===== config.mk =====
export PLATFORM = sky130hd
export DESIGN_NAME = capture_ctrl
export DESIGN_NICKNAME = d
export VERILOG_FILES = /design/src/rtl/osc_pkg.sv /design/src/rtl/trigger_detect.sv /design/src/rtl/capture_ctrl.sv
export SDC_FILE = /design/constraint.sdc
export NUM_CORES = 1
export LEC_CHECK = 0
export ABC_CLOCK_PERIOD_IN_PS = 2620
export BUFFER_PORTS_ARGS = -buffer_cell sky130_fd_sc_hd__clkbuf_2
export CAP_MARGIN = 20
export CORE_UTILIZATION = 30
export CTS_CLUSTER_DIAMETER = 40
export DETAILED_ROUTE_END_ITERATION = 12
export GPL_TIMING_DRIVEN = 0
export PLACE_DENSITY = 0.57
export RECOVER_POWER = 25
export SLEW_MARGIN = 10
export SYNTH_ARGS = -nofsm -noshare
export SYNTH_HDL_FRONTEND = slang
export SYNTH_SLANG_ARGS = --single-unit

===== constraint.sdc =====
create_clock -name clk -period 2.62 [get_ports clk]
set_clock_uncertainty 0.1 [all_clocks]
set_input_delay 0.262 -clock clk [delete_from_list [all_inputs] [get_ports clk]]
set_output_delay 0.262 -clock clk [all_outputs]
set_load 0.03 [all_outputs]

===== src/rtl/osc_pkg.sv =====
// Shared types for the oscilloscope capture controller.
package osc_pkg;

    typedef enum logic [2:0] {
        IDLE,
        PREFILL,
        ARMED,
        POST,
        DONE,
        READ
    } cap_state_t;

    typedef enum logic {
        EDGE_RISING,
        EDGE_FALLING
    } trig_edge_t;

endpackage


===== src/rtl/trigger_detect.sv =====
// Level/edge trigger detector: previous-sample register, prev_ok qualifier,
// sticky forced-trigger flag and the unsigned threshold-crossing compare.
module trigger_detect
    import osc_pkg::*;
#(
    parameter int DATA_WIDTH = 8
) (
    input  logic                  clk,
    input  logic                  rst_n,
    input  logic                  i_clr,
    input  logic                  i_track,
    input  logic                  i_eval,
    input  logic                  i_sample_valid,
    input  logic [DATA_WIDTH-1:0] i_sample,
    input  logic [DATA_WIDTH-1:0] i_trig_level,
    input  logic                  i_trig_falling,
    input  logic                  i_force_trig,
    output logic                  o_trig_hit
);

    logic [DATA_WIDTH-1:0] r_prev;
    logic                  r_prev_ok;
    logic                  r_force;
    logic                  w_accept;
    logic                  w_cross;

    assign w_accept = i_sample_valid & i_track;

    // Threshold crossing between the previous and the current sample.
    always_comb begin
        if (trig_edge_t'(i_trig_falling) == EDGE_FALLING)
            w_cross = (r_prev > i_trig_level) && (i_trig_level >= i_sample);
        else
            w_cross = (r_prev < i_trig_level) && (i_trig_level <= i_sample);
    end

    assign o_trig_hit = i_sample_valid & i_eval & (r_force | (r_prev_ok & w_cross));

    // History register and sticky force flag; a new arm forgets old history.
    always_ff @(posedge clk) begin
        if (!rst_n) begin
            r_prev    <= '0;
            r_prev_ok <= 1'b0;
            r_force   <= 1'b0;
        end else if (i_clr) begin
            r_prev_ok <= 1'b0;
            r_force   <= 1'b0;
        end else begin
            if (w_accept) begin
                r_prev    <= i_sample;
                r_prev_ok <= 1'b1;
            end
            if (o_trig_hit)
                r_force <= 1'b0;
            else if (i_force_trig && i_track)
                r_force <= 1'b1;
        end
    end

endmodule


===== src/rtl/capture_ctrl.sv =====
// Circular capture buffer sequencer for the oscilloscope sample RAM.
//
//  state   | meaning
//  IDLE    | no activity, waiting for arm
//  PREFILL | collecting the pre-trigger history, trigger not evaluated
//  ARMED   | overwriting circularly, waiting for a trigger
//  POST    | filling the post-trigger window
//  DONE    | record frozen, waiting for rd_start or a new arm
//  READ    | streaming the record oldest-first
module capture_ctrl
    import osc_pkg::*;
#(
    parameter int DATA_WIDTH = 8,
    parameter int ADDR_WIDTH = 8
) (
    input  logic                  clk,
    input  logic                  rst_n,
    input  logic [DATA_WIDTH-1:0] sample_in,
    input  logic                  sample_valid,
    input  logic                  arm,
    input  logic                  abort,
    input  logic                  force_trig,
    input  logic [DATA_WIDTH-1:0] trig_level,
    input  logic                  trig_falling,
    input  logic [ADDR_WIDTH-1:0] pre_count,
    output logic                  ram_cs,
    output logic                  ram_we,
    output logic                  ram_oe,
    output logic [ADDR_WIDTH-1:0] ram_addr_in,
    output logic [ADDR_WIDTH-1:0] ram_addr_out,
    output logic [DATA_WIDTH-1:0] ram_data_in,
    input  logic [DATA_WIDTH-1:0] ram_data_out,
    input  logic                  rd_start,
    output logic [DATA_WIDTH-1:0] rd_data,
    output logic                  rd_valid,
    input  logic                  rd_ready,
    output logic                  rd_last,
    output logic                  busy,
    output logic                  done
);

    localparam logic [ADDR_WIDTH-1:0] L_ONE  = ADDR_WIDTH'(1);
    localparam logic [ADDR_WIDTH-1:0] L_LAST = '1;

    cap_state_t            r_state;
    cap_state_t            w_next;
    logic [ADDR_WIDTH-1:0] r_pc;
    logic [ADDR_WIDTH-1:0] r_left;
    logic [ADDR_WIDTH-1:0] r_wr_ptr;
    logic [ADDR_WIDTH-1:0] r_trig_addr;
    logic [ADDR_WIDTH-1:0] r_rd_ptr;
    logic [ADDR_WIDTH-1:0] r_rd_cnt;
    logic                  w_capturing;
    logic                  w_wr;
    logic                  w_arm_go;
    logic                  w_rd_go;
    logic                  w_xfer;
    logic                  w_trig_hit;

    assign w_capturing = (r_state == PREFILL) || (r_state == ARMED) || (r_state == POST);
    assign w_wr        = w_capturing & sample_valid & ~abort;
    assign w_arm_go    = arm & ~abort & ((r_state == IDLE) || (r_state == DONE));
    assign w_rd_go     = (r_state == DONE) & rd_start & ~arm & ~abort;
    assign w_xfer      = (r_state == READ) & rd_ready & ~abort;

    trigger_detect #(
        .DATA_WIDTH (DATA_WIDTH)
    ) u_trig (
        .clk            (clk),
        .rst_n          (rst_n),
        .i_clr          (abort | w_arm_go),
        .i_track        ((r_state == PREFILL) || (r_state == ARMED)),
        .i_eval         (r_state == ARMED),
        .i_sample_valid (sample_valid),
        .i_sample       (sample_in),
        .i_trig_level   (trig_level),
        .i_trig_falling (trig_falling),
        .i_force_trig   (force_trig),
        .o_trig_hit     (w_trig_hit)
    );

    // State register.
    always_ff @(posedge clk) begin
        if (!rst_n) r_state <= IDLE;
        else        r_state <= w_next;
    end

    // Next-state decode; abort overrides every other request.
    always_comb begin
        w_next = r_state;
        if (abort) begin
            w_next = IDLE;
        end else begin
            case (r_state)
                IDLE:    if (w_arm_go) w_next = (pre_count != '0) ? PREFILL : ARMED;
                PREFILL: if (w_wr && r_left == L_ONE) w_next = ARMED;
                ARMED:   if (w_trig_hit) w_next = (r_pc == L_LAST) ? DONE : POST;
                POST:    if (w_wr && r_left == L_ONE) w_next = DONE;
                DONE: begin
                    if (w_arm_go)     w_next = (pre_count != '0) ? PREFILL : ARMED;
                    else if (w_rd_go) w_next = READ;
                end
                READ:    if (w_xfer && r_rd_cnt == L_LAST) w_next = IDLE;
                default: w_next = IDLE;
            endcase
        end
    end

    // Pointers and down-counters; r_left counts pre-trigger then post-trigger samples.
    always_ff @(posedge clk) begin
        if (!rst_n) begin
            r_pc        <= '0;
            r_left      <= '0;
            r_wr_ptr    <= '0;
            r_trig_addr <= '0;
            r_rd_ptr    <= '0;
            r_rd_cnt    <= '0;
        end else begin
            if (w_arm_go) begin
                r_pc     <= pre_count;
                r_left   <= pre_count;
                r_wr_ptr <= '0;
            end
            if (w_wr)
                r_wr_ptr <= r_wr_ptr + L_ONE;
            if (w_wr && (r_state == PREFILL || r_state == POST))
                r_left <= r_left - L_ONE;
            if (r_state == ARMED && w_trig_hit && !abort) begin
                r_trig_addr <= r_wr_ptr;
                r_left      <= ~r_pc;
            end
            if (w_rd_go) begin
                r_rd_ptr <= r_trig_addr - r_pc;
                r_rd_cnt <= '0;
            end
            if (w_xfer) begin
                r_rd_ptr <= r_rd_ptr + L_ONE;
                r_rd_cnt <= r_rd_cnt + L_ONE;
            end
        end
    end

    // RAM control and readout outputs decoded from the current state.
    always_comb begin
        ram_cs       = 1'b0;
        ram_we       = 1'b0;
        ram_oe       = 1'b0;
        ram_addr_in  = '0;
        ram_addr_out = '0;
        ram_data_in  = '0;
        rd_data      = '0;
        rd_valid     = 1'b0;
        rd_last      = 1'b0;
        busy         = (r_state != IDLE) && (r_state != DONE);
        done         = (r_state == DONE);
        if (w_wr) begin
            ram_cs      = 1'b1;
            ram_we      = 1'b1;
            ram_addr_in = r_wr_ptr;
            ram_data_in = sample_in;
        end
        if (r_state == READ) begin
            ram_cs       = 1'b1;
            ram_oe       = 1'b1;
            ram_addr_out = r_rd_ptr;
            rd_data      = ram_data_out;
            rd_valid     = 1'b1;
            rd_last      = (r_rd_cnt == L_LAST);
        end
    end

endmodule

Word-level counts from Yosys, hierarchy flattened --
Index checks and enable logic that the tools add are counted.
Storage, ports and cells: bits in registers 61, input port bits 41, word-level logic and storage cells 107
Cells by class: add/subtract/negate cells 5, order comparisons 4, equality and inequality tests 15, mux-type cells 28, bitwise logic cells 20, reduce and logical (&&, ||, !) cells 25
Operators by type and width (count):
- two-way mux 8 bit | 13
- adder 8 x 1 -> 8 bit, second input constant | 3
- two-way mux 3 bit | 8
- case mux 3 bit (6 select lines) | 1
- == test 8 bit, second input constant | 2
- bitwise AND 1 bit | 13
- logical AND 1 bit | 9
- == test 8 x 1 -> 1 bit, second input constant | 1
- >= comparator 8 bit | 1
- > comparator 8 bit | 1
- less-or-equal comparator 8 bit | 1
- < comparator 8 bit | 1
- NOT 8 bit | 1
- nonzero test 8 bit | 1
- subtractor 8 x 1 -> 8 bit, second input constant | 1
- subtractor 8 bit | 1
- == test 3 x 2 -> 1 bit, second input constant | 2
- == test 3 bit, second input constant | 2
- inequality test 2 x 1 -> 1 bit, second input constant | 3
- AND reduction 6 bit | 1
- nonzero test 3 bit | 2
- two-way mux 1 bit | 5
- logical OR 1 bit | 4
- inequality test 2 bit, second input constant | 2
- 12 further kinds | 18

Depth between registers and ports, before layout --
Gate-level depths: netlist of the first run.
word-level depth 9, depth in mapped cells 10

Modules after synthesis --
From an unflattened synthesis of the first run, not the netlist that was laid out.
Unflattened totals: cell total of the unflattened synthesis 542, area total of the unflattened synthesis 4110.2 um^2
By module, submodules not included:
- capture_ctrl | instances 1, cells an instance 435, area each 3258.1 um^2, seq. area each 1021.0 um^2
- trigger_detect | instances 1, cells an instance 107, area each 852.1 um^2, seq. area each 200.2 um^2

Worst setup path after synthesis of the first run --
Ideal clock, no wire load.
path kind input-to-reg, start input trig_level[1], end register r_left[2], library setup time 0.122 ns, data arrival time 1.960 ns, required time 2.398 ns, slack 0.438 ns, stages on the path 9, path through inv_1 > ha_1 > nor2b_1 > o211ai_1 > a21oi_1 > a211oi_2 > mux2_4 > and3_1 > a221o_1
On the way: longest elaborated chain between the ends 9, elaborated cells on any way between the ends 14
Ends and longest elaborated chain:
- start: declaration | RTL line capture_ctrl.sv:23 | input logic [DATA_WIDTH-1:0] trig_level,
- < comparator 8 bit (tied with other cells) | RTL line trigger_detect.sv:34 | w_cross = (r_prev < i_trig_level) && (i_trig_level <= i_sample);
- logical AND 1 bit, on equally long branches | RTL line trigger_detect.sv:34, trigger_detect.sv:32
- two-way mux 1 bit * | RTL line trigger_detect.sv:31 | if (trig_edge_t'(i_trig_falling) == EDGE_FALLING)
- bitwise AND 1 bit * | RTL line trigger_detect.sv:37 | assign o_trig_hit = i_sample_valid & i_eval & (r_force | (r_prev_ok & w_cross));
- OR 1 bit * | RTL line trigger_detect.sv:37
- bitwise AND 1 bit * | RTL line trigger_detect.sv:37
- logical AND 1 bit * (2 in a row) | RTL line capture_ctrl.sv:128 | if (r_state == ARMED && w_trig_hit && !abort) begin
- nonzero test 3 bit (no line) or two-way mux 8 bit (tied branches)
- end signal: assignment | RTL line capture_ctrl.sv:121 | r_left <= pre_count;
- end signal: assignment | RTL line capture_ctrl.sv:127 | r_left <= r_left - L_ONE;
- end signal: assignment | RTL line capture_ctrl.sv:130 | r_left <= ~r_pc;
- end: declaration | RTL line capture_ctrl.sv:48 | logic [ADDR_WIDTH-1:0] r_left;
Every way passes the cells marked *; elsewhere a longest branch is shown, timed or not. A chain may end at the register's enable or synchronous reset.

Worst setup path in the final report of the first run --
start register r_state[1], end output ram_addr_in[7]
On the way: longest elaborated chain between the ends 6, elaborated cells on any way between the ends 8
Ends and longest elaborated chain:
- start: declaration | RTL line capture_ctrl.sv:45 | cap_state_t r_state;
- start signal: assignment | RTL line capture_ctrl.sv:85 | else r_state <= w_next;
- == test 3 x 1 -> 1 bit or == test 3 x 2 -> 1 bit (tied branches) | RTL line capture_ctrl.sv:60 | assign w_capturing = (r_state == PREFILL) || (r_state == ARMED) || (r_state == POST);
- logical OR 1 bit | RTL line capture_ctrl.sv:60
- logical OR 1 bit * | RTL line capture_ctrl.sv:60
- bitwise AND 1 bit * (2 in a row) | RTL line capture_ctrl.sv:61 | assign w_wr = w_capturing & sample_valid & ~abort;
- two-way mux 8 bit * | RTL line capture_ctrl.sv:156 | if (w_wr) begin
- end: declaration | RTL line capture_ctrl.sv:29 | output logic [ADDR_WIDTH-1:0] ram_addr_in,
Marks and branches as above.

==> impl_results.md, run 1 <==
- CP Capture Type: primary output
- Crit-path slowest cell: dfxtp_1
- Worst Setup EP: ram_addr_in[7]
- Worst r2r dst: r_state[1]$_SDFFE_PP0P_
- Worst path depth: 7
- Hold Path Class: in -> reg
- Sw frac: 27.0%
- Die span in x: 121 um
- Critical path data required time: about 2300 ps
- GRT Util Overall: a little under a fifth
- Setup TNS Final: 0 ps
- CP startpoint: r_state[1]$_SDFFE_PP0P_
- Worst Tran Pin Value: around 950 ps
- Longest Clk Path Bufs: 2
- Hold Vio Cnt, Final: 0
- Post-DP HPWL: about 10 mm
- Crit-path leading delay family: simple AND/OR/NAND/NOR gates
- Leakage Power: 2.17 nW
- Max Cap Violations: 0
- Worst Reg-to-Reg Cells: 8
- Pins Over Slew Limit: 0
- VDD IR-drop max: 0.000285 V
- Yosys reg bits: 61
- Die span in y: between 100 and 150 um
- Seq/Total Area, Yosys: 28.6%
- WL final: ~13 mm
- Post-DRT Antenna Nets: 0
- Fin crit period: 2430 ps
- Cells after DPL: 830
- Pwr dens: about 530 nW/um2
- Crit Path Class: reg -> out
- RSZ-0062 raised after global routing: false
- Layout fillers: 1,486
- Max incr delay on CP: 450 ps
- Post-CTS setup buffers: 0
- Total net switching power: 0.741 mW
- DR WL/cell: about 15 um
- Clock Tree Root: clkbuf_16
- Largest net degree at the start of global routing: 12
- Endpoints failing setup: 0
- Top cell type's share of synthesized area: 28.6%
- Ports: 80
- Core footprint: 13,900 um2
- F_max: roughly 410 MHz
- Reg2reg start: u_trig.r_prev[1]$_SDFFE_PN0P_
- CTS Sinks: 61
- Mapped cell area: 4270 um2
- Final Instance Count excl. Fillers: 846
- CTS tree: done
- Period utilization: 92.8%
- Row count: 43
- H-tree Lvls: 3
- Clock power share: 48.0%
- Top_reg_cell synth: dfxtp_1
- Fin nets: 731
- DIE AREA: 14,700 um2
- Vias per cell: approximately 5.3
- Placer Congestion: ~0.86
- Share of cells above drive strength 1: 18.0%
- # diodes: 0
- Max-slew headroom: a little over a third
- Starting Density: 30.7%
- Number of global-route vias before repair: 4,299
- Drt drc: 0
- Hold Slack: 85.0 ps
- Ys async rst share: 0%
- Clk_lat worst skew: approximately 330 ps
- Logic gate share of total power: roughly 16%
- Area Overhead vs Synth: 21.6%
- CTS resizes: 0
- Critical path arrival: approximately 2100 ps
- Syn nets: 642
- Initial DRC Count: 319
- Clock slew at reported path FFs: 60 ps
- Mapped Avg Cell Area: 7.46 um2
- Post-synth EDFFs: 0
- Hold_buf cts: 0
- YS warnings: 0
- R2R setup slack: 210 ps
- Synth Instances: 572
- Int Power: approximately 2 mW
- Largest fanout on the critical path: 10
- Crit path cell chain: nor2_1 > nor2_2 > nand2_2 > inv_2 > clkbuf_1 > and2_1 > clkbuf_2
- Flop pwr share: 36.0%
- Via count: 4,459
- Remaining global-route overflow: 0
- Startpoint types: flop
- Top cells by area, synth: dfxtp_1, ha_1, nor2_1, nand3_1, a21oi_1
- IO buf count: between 70 and 80
- Status: finished, final reports clean
- Synth area leader: dfxtp_1
- Drt pass-1 iters: 4
- Yosys cell types: 64
- TritonCTS buffer count: 9
- Worst path bufs/invs: 3
- Antenna violations before repair: 0
- First-pass GRT wire length: between 20 and 25 mm
[cells in the mapped netlist, types with 3 or more instances]
| cell | count |
|---|---|
| and2_1 | 26 |
| nand2_1 | 52 |
| nand3b_1 | 5 |
| or2_2 | 3 |
| nand2b_1 | 7 |
| a21oi_1 | 45 |
| a211oi_1 | 5 |
| nor2b_1 | 5 |
| xnor2_1 | 7 |
| a221o_1 | 4 |
| and3_1 | 11 |
| nor2_1 | 66 |
| o211ai_1 | 15 |
| a31oi_1 | 3 |
| clkbuf_1 | 19 |
| nor4_1 | 12 |
| mux2i_1 | 10 |
| nand4_1 | 11 |
| inv_1 | 29 |
| o31ai_1 | 4 |
| a21o_1 | 4 |
| or3_1 | 3 |
| nand3_1 | 48 |
| ha_1 | 28 |
| nor3_1 | 9 |
| o21ai_0 | 21 |
| buf_2 | 10 |
| dfxtp_1 | 61 |
[cells by family after synthesis]
logic type	Yosys count	synth area share [%]
muxes	14	3.49
adders and majority gates	29	8.68
DFF	61	28.6
xor gates and xnor gates	9	1.85
and+or+nand+nor	271	32.1
AOI/OAI and AO/OA	124	18.8
buffers and inverters	64	6.45
[per-stage QoR]
stage / utilization [%] / setup WS [ps] / instance area, um2 / total power [mW]
final: 37.4 / 188 / 5190 / 2.74
after global routing: 37.4 / 20.6 / 5190 / 2.87
after CTS: 37.5 / 109 / 5210 / 2.78
after detailed placement: 35.2 / 111 / 4880 / 1.45
after global placement: 35.2 / 151 / 4880 / 1.44
after floorplan: - / 438 / 4270 / 1.30
[worst min-delay path by stage]
stage | start | cells after the start | end | slack, ps
after floorplan | sample_valid | 1 | u_trig.r_force$_SDFFE_PP0P_ | 270
after global routing | pre_count[3] | 3 | r_pc[3]$_SDFFE_PN0P_ | 100
after CTS | sample_valid | 2 | u_trig.r_force$_SDFFE_PP0P_ | 70
after global placement | r_rd_cnt[5]$_SDFFE_PN0P_ | 1 | r_rd_cnt[5]$_SDFFE_PN0P_ | 350
final | sample_valid | 2 | u_trig.r_force$_SDFFE_PP0P_ | 80
after detailed placement | r_rd_cnt[4]$_SDFFE_PN0P_ | 1 | r_rd_cnt[4]$_SDFFE_PN0P_ | 370
[sequential cells by signal (all words and copies together) (netlist names)]
register / count
u_trig.r_prev_ok: 1
r_wr_ptr: 8
r_state: 3
r_rd_ptr: 8
r_left: 8
u_trig.r_force: 1
u_trig.r_prev: 8
r_rd_cnt: 8
r_pc: 8
r_trig_addr: 8
[power groups by stage]
stage | logic (mW) | clock network [mW] | registers [mW]
global placement | 0.435 | 0 | 1.01
finish | 0.438 | 1.32 | 0.987
detailed placement | 0.442 | 0 | 1.01
CTS | 0.445 | 1.34 | 0.987
global route | 0.489 | 1.39 | 0.992
floorplan | 0.307 | 0 | 0.997
[routing by layer]
metal | vias up | track usage (%) | part of all wire (%)
met4 | 0 | 4.63 | 0.52
met5 | - | 0 | 0
li1 | 2233 | - | -
met3 | 6 | 3.76 | 5.9
met2 | 125 | 31.4 | 47
met1 | 2095 | 23.0 | 47
[layout make-up]
class,count,area [um2],share of cell area (%)
multi-input cells,447,2760,53.1
inverters,31,116,2.24
clock inverters,4,70.1,1.35
flip-flops and latches,61,1220,23.5
well taps,180,225,4.34
plain buffers,33,151,2.92
repair buffers,78,389,7.50
clock buffers,12,256,4.95
[placed cells by master, fill, tap and decap left out, types with 4 or more instances in the layout]
cell type and n:
nand2_1 52, nor3_1 10, and3_1 11, dfxtp_1 61
clkbuf_1 22, clkbuf_2 78, nand4_1 11, o31ai_1 4
ha_1 28, nor2b_1 5, clkbuf_16 9, inv_1 29
a21o_1 4, buf_2 9, nor4_1 12, and2_1 25
o21ai_0 21, mux2i_1 10, nand3b_1 5, nor2_1 67
a21oi_1 45, xnor2_1 7, a211oi_1 5, nand2b_1 7
nand3_1 48, a221o_1 4, o211ai_1 15
Power figures use the tool's default switching activity.
==> inputs of run 2 (changes only) <==
--- a/config.mk
+++ b/config.mk
@@ -8,8 +8,8 @@
 export ABC_CLOCK_PERIOD_IN_PS = 2620
 export BUFFER_PORTS_ARGS = -buffer_cell sky130_fd_sc_hd__clkbuf_2
 export CAP_MARGIN = 20
+export CORE_ASPECT_RATIO = 1.4
 export CORE_UTILIZATION = 30
-export CTS_CLUSTER_DIAMETER = 40
 export DETAILED_ROUTE_END_ITERATION = 12
 export GPL_TIMING_DRIVEN = 0
 export PLACE_DENSITY = 0.57
==> run 2 against run 1 <==
Effect of this change:
- non-clock buffer count unchanged
- highest routed layer unchanged
- via count is 1.0% lower
- worst hold slack improved by 6.8 ps
- critical path depth is the same
- first-iteration DRC count is 8.8% lower
- final cell count is 0.59% higher
- sequential share of layout area rose by 0.19 points
- total power is 7.5% lower
- count of clock-buffer cells in the layout did not move
- flip-flop and latch count did not move
==> impl_results.md, run 2 (synthesized netlist as in run 1, its figures left out) <==
- Crit path cell chain: nor2_1 > nor2_2 > nand2_2 > inv_2 > clkbuf_1 > and2_1 > clkbuf_2
- Starting Density: 30.7% (-0.066 points)
- VDD IR-drop max: 0.000290 V (+1.7%)
- Worst Reg-to-Reg Cells: 8 (unchanged)
- Clock slew at reported path FFs: 50 ps (about the same)
- Overall Power: 2.54 mW (-7.5%)
- Critical path data required time: 2260 ps (about the same)
- CTS tree: done
- Drt drc: 0 (unchanged)
- Remaining global-route overflow: 0 (unchanged)
- H-tree Lvls: 3 (unchanged)
- Area Overhead vs Synth: 20.6%
- Post-route cell area: 5140 um2 (-0.82%)
- Clock Tree Root: clkbuf_16
- CTS Sinks: 61 (unchanged)
- Placer Congestion: 0.994 (+16%)
- Max-slew headroom: 36.6% (+0.16 points)
- Core footprint: 13,900 um2 (+0.22%)
- Clk_lat worst skew: 330 ps (about the same)
- TritonCTS buffer count: 9 (unchanged)
- Post-DP HPWL: 9.92 mm (-3.3%)
- Share of cells above drive strength 1: 18.0% (unchanged)
- Cells after DPL: 835 (+0.60%)
- Die span in y: 143 um (+18%)
- Largest net degree at the start of global routing: 12 (unchanged)
- Placement Cell Area: 4890 um2 (+0.13%)
- Drt pass-1 iters: 4 (unchanged)
- Crit-path leading delay family: simple AND/OR/NAND/NOR gates
- Worst r2r dst: r_state[1]$_SDFFE_PP0P_
- Worst Tran Pin Value: 946 ps (-2.35 ps)
- Worst Setup EP: ram_addr_in[1]
- R2R setup slack: 200 ps (about the same)
- Reg2reg start: u_trig.r_prev[1]$_SDFFE_PN0P_
- Critical path arrival: 2120 ps (+50 ps)
- Crit Path Class: reg -> out
- Max Cap Violations: 0 (unchanged)
- Fin crit period: 2480 ps (+46.9 ps)
- Most frequent cells in the layout: clkbuf_2, nor2_1, dfxtp_1
- Largest fanout on the critical path: 10 (unchanged)
- Pre-CTS WS: 112 ps (+0.951 ps)
- Post-CTS setup buffers: 0 (unchanged)
- DIE AREA: 14,700 um2 (about the same)
- Vias per cell: 5.19 (-1.6%)
- F_max: 403 MHz (-1.9%)
- Final Instance Count excl. Fillers: 851 (+0.59%)
- Post-DRT Antenna Nets: 0 (unchanged)
- Hold Slack: 91.8 ps (+6.84 ps)
- Longest Clk Path Bufs: 2 (unchanged)
- Leakage Power: 2.14 nW (-1.4%)
- Number of global-route vias before repair: 4,122 (-4.1%)
- Endpoints failing setup: 0 (unchanged)
- Pwr dens: 493 nW/um2 (-6.8%)
- WL final: 12.6 mm (-3.4%)
- Period utilization: 94.6% (+1.8 points)
- Worst path depth: 7 (unchanged)
- Startpoint types: flop
- Worst path bufs/invs: 3 (unchanged)
- Final Util: 37.0% (-0.39 points)
- Setup TNS Final: 0 ps (unchanged)
- Status: finished, final reports clean
- DR WL/cell: 14.8 um (-4.0%)
- Fin nets: 731 (unchanged)
- Initial DRC Count: 291 (-8.8%)
- Hold Vio Cnt, Final: 0 (unchanged)
- Crit-path slowest cell: dfxtp_1
- Die span in x: 103 um (-15%)
- # diodes: 0 (unchanged)
- Antenna violations before repair: 0 (unchanged)
- RSZ-0062 raised after global routing: false
- Row count: 51 (+19%)
- CP Capture Type: primary output
- CP startpoint: r_state[1]$_SDFFE_PP0P_
- Via count: 4,413 (-1.0%)
- Commonest non-fill, non-tap cell in the layout: clkbuf_2
- GRT Util Overall: 17.4% (-0.81 points)
- Pins Over Slew Limit: 0 (unchanged)
- Max incr delay on CP: 450 ps (about the same)
- Hold Path Class: in -> reg
- Setup WS post-layout: 141 ps (-46.9 ps)
- Ports: 80 (unchanged)
- IO buf count: 78 (unchanged)
- First-pass GRT wire length: 20.0 mm (-5.0%)
-- run 2: cell count changes in the layout (fill, tap and decap cells not counted) --
cell / previous run / this run
clkinvlp_4: 0 / 1
buf_4: 2 / 1
clkbuf_2: 78 / 79
nor2_1: 67 / 66
nor2_2: 1 / 2
buf_2: 9 / 8
clkinv_2: 2 / 3
clkbuf_1: 22 / 23
bufinv_16: 2 / 0
-- run 2: report_power, final --
group | switching (mW) | internal (mW) | total, mW | leakage, nW
registers | 0.0308 | 0.956 | 0.987 | 0.494
clock network | 0.429 | 0.686 | 1.11 | 0.138
logic | 0.271 | 0.165 | 0.436 | 1.51
-- run 2: repair_timing --
item                                    CTS  global route
endpoints found under the setup margin    0             6
gates resized for setup                   0             2
hold buffers                              0             0
-- run 2: final cells by class --
cell class	instances	area [um2]
Multi-Input combinational cell	447	2760
Clock buffer	12	256
Timing Repair Buffer	78	389
Tap cell	185	231
Sequential cell	61	1220
Clock inverter	4	22.5
Inverter	31	116
Buffer	33	148
Fill cell	1481	8770
-- run 2: worst min-delay path by stage --
stage / from / end / slack (ps) / depth (start not counted)
3_5_place_dp: r_rd_cnt[5]$_SDFFE_PN0P_ / r_rd_cnt[5]$_SDFFE_PN0P_ / 370 / 1
4_1_cts: sample_valid / u_trig.r_force$_SDFFE_PP0P_ / 80 / 2
6_report: sample_valid / u_trig.r_force$_SDFFE_PP0P_ / 90 / 2
5_1_grt: pre_count[0] / r_pc[0]$_SDFFE_PN0P_ / 110 / 3
3_3_place_gp: r_rd_cnt[4]$_SDFFE_PN0P_ / r_rd_cnt[4]$_SDFFE_PN0P_ / 360 / 1
2_1_floorplan: sample_valid / u_trig.r_force$_SDFFE_PP0P_ / 270 / 1
-- run 2: routing by layer --
layer	routed length, um	global-route usage [%]	vias up
met5	0	0	-
met4	189	4.97	0
met3	553	2.94	16
met2	6450	32.3	132
met1	5370	20.0	2036
li1	-	-	2229
==> inputs of run 3 (changes only) <==
--- a/config.mk
+++ b/config.mk
@@ -5,14 +5,14 @@
 export SDC_FILE = /design/constraint.sdc
 export NUM_CORES = 1
 export LEC_CHECK = 0
-export ABC_CLOCK_PERIOD_IN_PS = 2620
-export BUFFER_PORTS_ARGS = -buffer_cell sky130_fd_sc_hd__clkbuf_2
+export ABC_CLOCK_PERIOD_IN_PS = 2100
 export CAP_MARGIN = 20
 export CORE_ASPECT_RATIO = 1.4
 export CORE_UTILIZATION = 30
 export DETAILED_ROUTE_END_ITERATION = 12
+export DONT_BUFFER_PORTS = 1
 export GPL_TIMING_DRIVEN = 0
-export PLACE_DENSITY = 0.57
+export PLACE_DENSITY = 0.54
 export RECOVER_POWER = 25
 export SLEW_MARGIN = 10
 export SYNTH_ARGS = -nofsm -noshare
==> constraint.sdc (replaced) <==
create_clock -name clk -period 2.1 [get_ports clk]
set_clock_uncertainty 0.1 [all_clocks]
set_input_delay 0.21 -clock clk [delete_from_list [all_inputs] [get_ports clk]]
set_output_delay 0.21 -clock clk [all_outputs]
set_load 0.03 [all_outputs]
==> run 3 against run 2 <==
Effect of this change:
- the run now ends with setup timing left
- cell area grew 6.4%
- utilization grew 2.4 points
- combinational power grew 46%
==> impl_results.md, run 3 (synthesized netlist as in run 1, its figures left out) <==
- Largest net degree at the start of global routing: 12 (unchanged)
- # diodes: 0 (unchanged)
- Failing checks: setup timing
- First-pass GRT wire length: 21.4 mm (+7.0%)
- IO buf count: 0 (-100%)
- CP Capture Type: flop
- Core footprint: 13,900 um2 (unchanged)
- Setup WS post-layout: -166 ps (-307 ps)
- Share of cells above drive strength 1: 21.4% (+3.4 points)
- Crit-path slowest cell: mux2_4
- Area Overhead vs Synth: 28.3%
- Status: finished, violations left
- Longest Clk Path Bufs: 2 (unchanged)
- Die span in x: 103 um (unchanged)
- Critical path data required time: 2220 ps (-40 ps)
- CTS tree: done
- Crit Path Class: reg -> reg
- Pins Over Slew Limit: 0 (unchanged)
- Row count: 51 (unchanged)
- Worst Tran Pin Value: 751 ps (-195 ps)
- Max Cap Violations: 0 (unchanged)
- Crit-path leading delay family: compound AO/OA/AOI/OAI gates
- Clock slew at reported path FFs: 60 ps (about the same)
- TritonCTS buffer count: 9 (unchanged)
- Die span in y: 143 um (unchanged)
- Remaining global-route overflow: 0 (unchanged)
- WL final: 13.4 mm (+6.7%)
- Crit path cell chain: ha_4 > nor2b_1 > o211ai_1 > a21oi_1 > a211oi_2 > buf_4 > mux2_4 > and3_4 > a221o_1
- Post-DP HPWL: 9.93 mm (+0.12%)
- H-tree Lvls: 3 (unchanged)
- Drt pass-1 iters: 4 (unchanged)
- CTS Sinks: 61 (unchanged)
- Post-route cell area: 5470 um2 (+6.4%)
- RSZ-0062 raised after global routing: true
- Antenna violations before repair: 0 (unchanged)
- Ports: 80 (unchanged)
- DIE AREA: 14,700 um2 (unchanged)
- Max incr delay on CP: 340 ps (-110 ps)
- Fin crit period: about 2300 ps
- Placer Congestion: 0.944 (-5.0%)
- Initial DRC Count: 220 (-24%)
- Period utilization: 108%
- Hold Path Class: in -> reg
- Critical path arrival: 2390 ps (+270 ps)
- Leakage Power: 2.07 nW (-3.2%)
- Fin nets: 687 (-6.0%)
- Startpoint types: flop
- VDD IR-drop max: 0.000315 V (+8.6%)
- Endpoints failing setup: 29 (+29)
- Commonest non-fill, non-tap cell in the layout: nor2_1
- Clk_lat worst skew: 340 ps (about the same)
- F_max: 441 MHz
- Clock Tree Root: clkbuf_16
- DR WL/cell: 16.6 um (+13%)
- Worst path bufs/invs: 1 (-2)
- Layout fillers: 1,480 (-0.068%)
- Number of global-route vias before repair: 4,334 (+5.1%)
- Drt drc: 0 (unchanged)
- Via count: 4,293 (-2.7%)
- Final Util: 39.3% (+2.4 points)
- Largest fanout on the critical path: 5 (-5)
- Pwr dens: 627 nW/um2 (+27%)
- Placement Cell Area: 4520 um2 (-7.6%)
- GRT Util Overall: 18.8% (+1.4 points)
- Post-DRT Antenna Nets: 0 (unchanged)
- Vias per cell: 5.32 (+2.6%)
- Max-slew headroom: 49.9% (+13 points)
- Pre-CTS WS: -277 ps (-389 ps)
- Most frequent cells in the layout: nor2_1, dfxtp_1, nand2_1
- Starting Density: 30.7% (unchanged)
- Hold Vio Cnt, Final: 0 (unchanged)
-- run 3: area by class of cell --
cell class                      instances  area, um2  area share, %
Multi-Input combinational cell        448       3070           56.1
Sequential cell                        61       1230           22.5
Timing Repair Buffer                   34        324           5.92
Clock buffer                           13        270           4.94
Tap cell                              185        231           4.23
Buffer                                 32        181           3.32
Inverter                               31        119           2.17
Clock inverter                          3       42.5          0.777
-- run 3: through the flow --
| step | hold WS [ps] | total power [mW] | cells | TNS, ps |
|---|---|---|---|---|
| floorplan | 216 | 1.63 | 572 | -48.3 |
| global placement | 221 | 1.74 | 757 | -5610 |
| detailed placement | 228 | 1.75 | 757 | -6810 |
| CTS | 108 | 3.40 | 798 | -2370 |
| global route | 130 | 3.56 | 807 | -6500 |
| finish | 110 | 3.43 | 807 | -2280 |
-- run 3: where the power goes --
group | internal (mW) | switching [mW]
Combinational | 0.268 | 0.369
Sequential | 1.19 | 0.0421
Clock | 1.01 | 0.545
Total | 2.48 | 0.957
-- run 3: worst reg2reg max path, delay by kind of cell (launching register included) --
family          cells  cell delay (ps)
simple gates        2              290
flops               1              330
compound gates      4              680
mux                 1              340
buf+inv             1              180
fa+ha+maj           1              230
-- run 3: path summary, 6_finish.rpt --
| kind | from | endpoint | slack [ps] | depth (start not counted) |
|---|---|---|---|---|
| max | u_trig.r_prev[1]$_SDFFE_PN0P_ | r_left[6]$_SDFFE_PN0P_ | -170 | 9 |
| min | arm | r_pc[2]$_SDFFE_PN0P_ | 110 | 4 |
| max reg2reg | u_trig.r_prev[1]$_SDFFE_PN0P_ | r_left[6]$_SDFFE_PN0P_ | -170 | 9 |
| min reg2reg | r_rd_cnt[5]$_SDFFE_PN0P_ | r_rd_cnt[5]$_SDFFE_PN0P_ | 380 | 1 |
-- run 3: timing repair --
action | in CTS | in global routing
endpoints found under the hold margin | 18 | 0
hold buffers | 18 | 0
pin swaps | 11 | 28
resized for setup | 72 | 43
endpoints found under the setup margin | 57 | 68
gates cloned | 2 | 1
buffers inserted | 5 | 9
-- run 3: per-layer routing --
metal / up-vias / global-route usage [%] / share of wire, %
met1: 2027 / 20.9 / 43
met2: 107 / 34.9 / 52
met4: 0 / 6.60 / 1.8
met5: - / 0 / 0
li1: 2142 / - / -
met3: 17 / 3.52 / 4.1
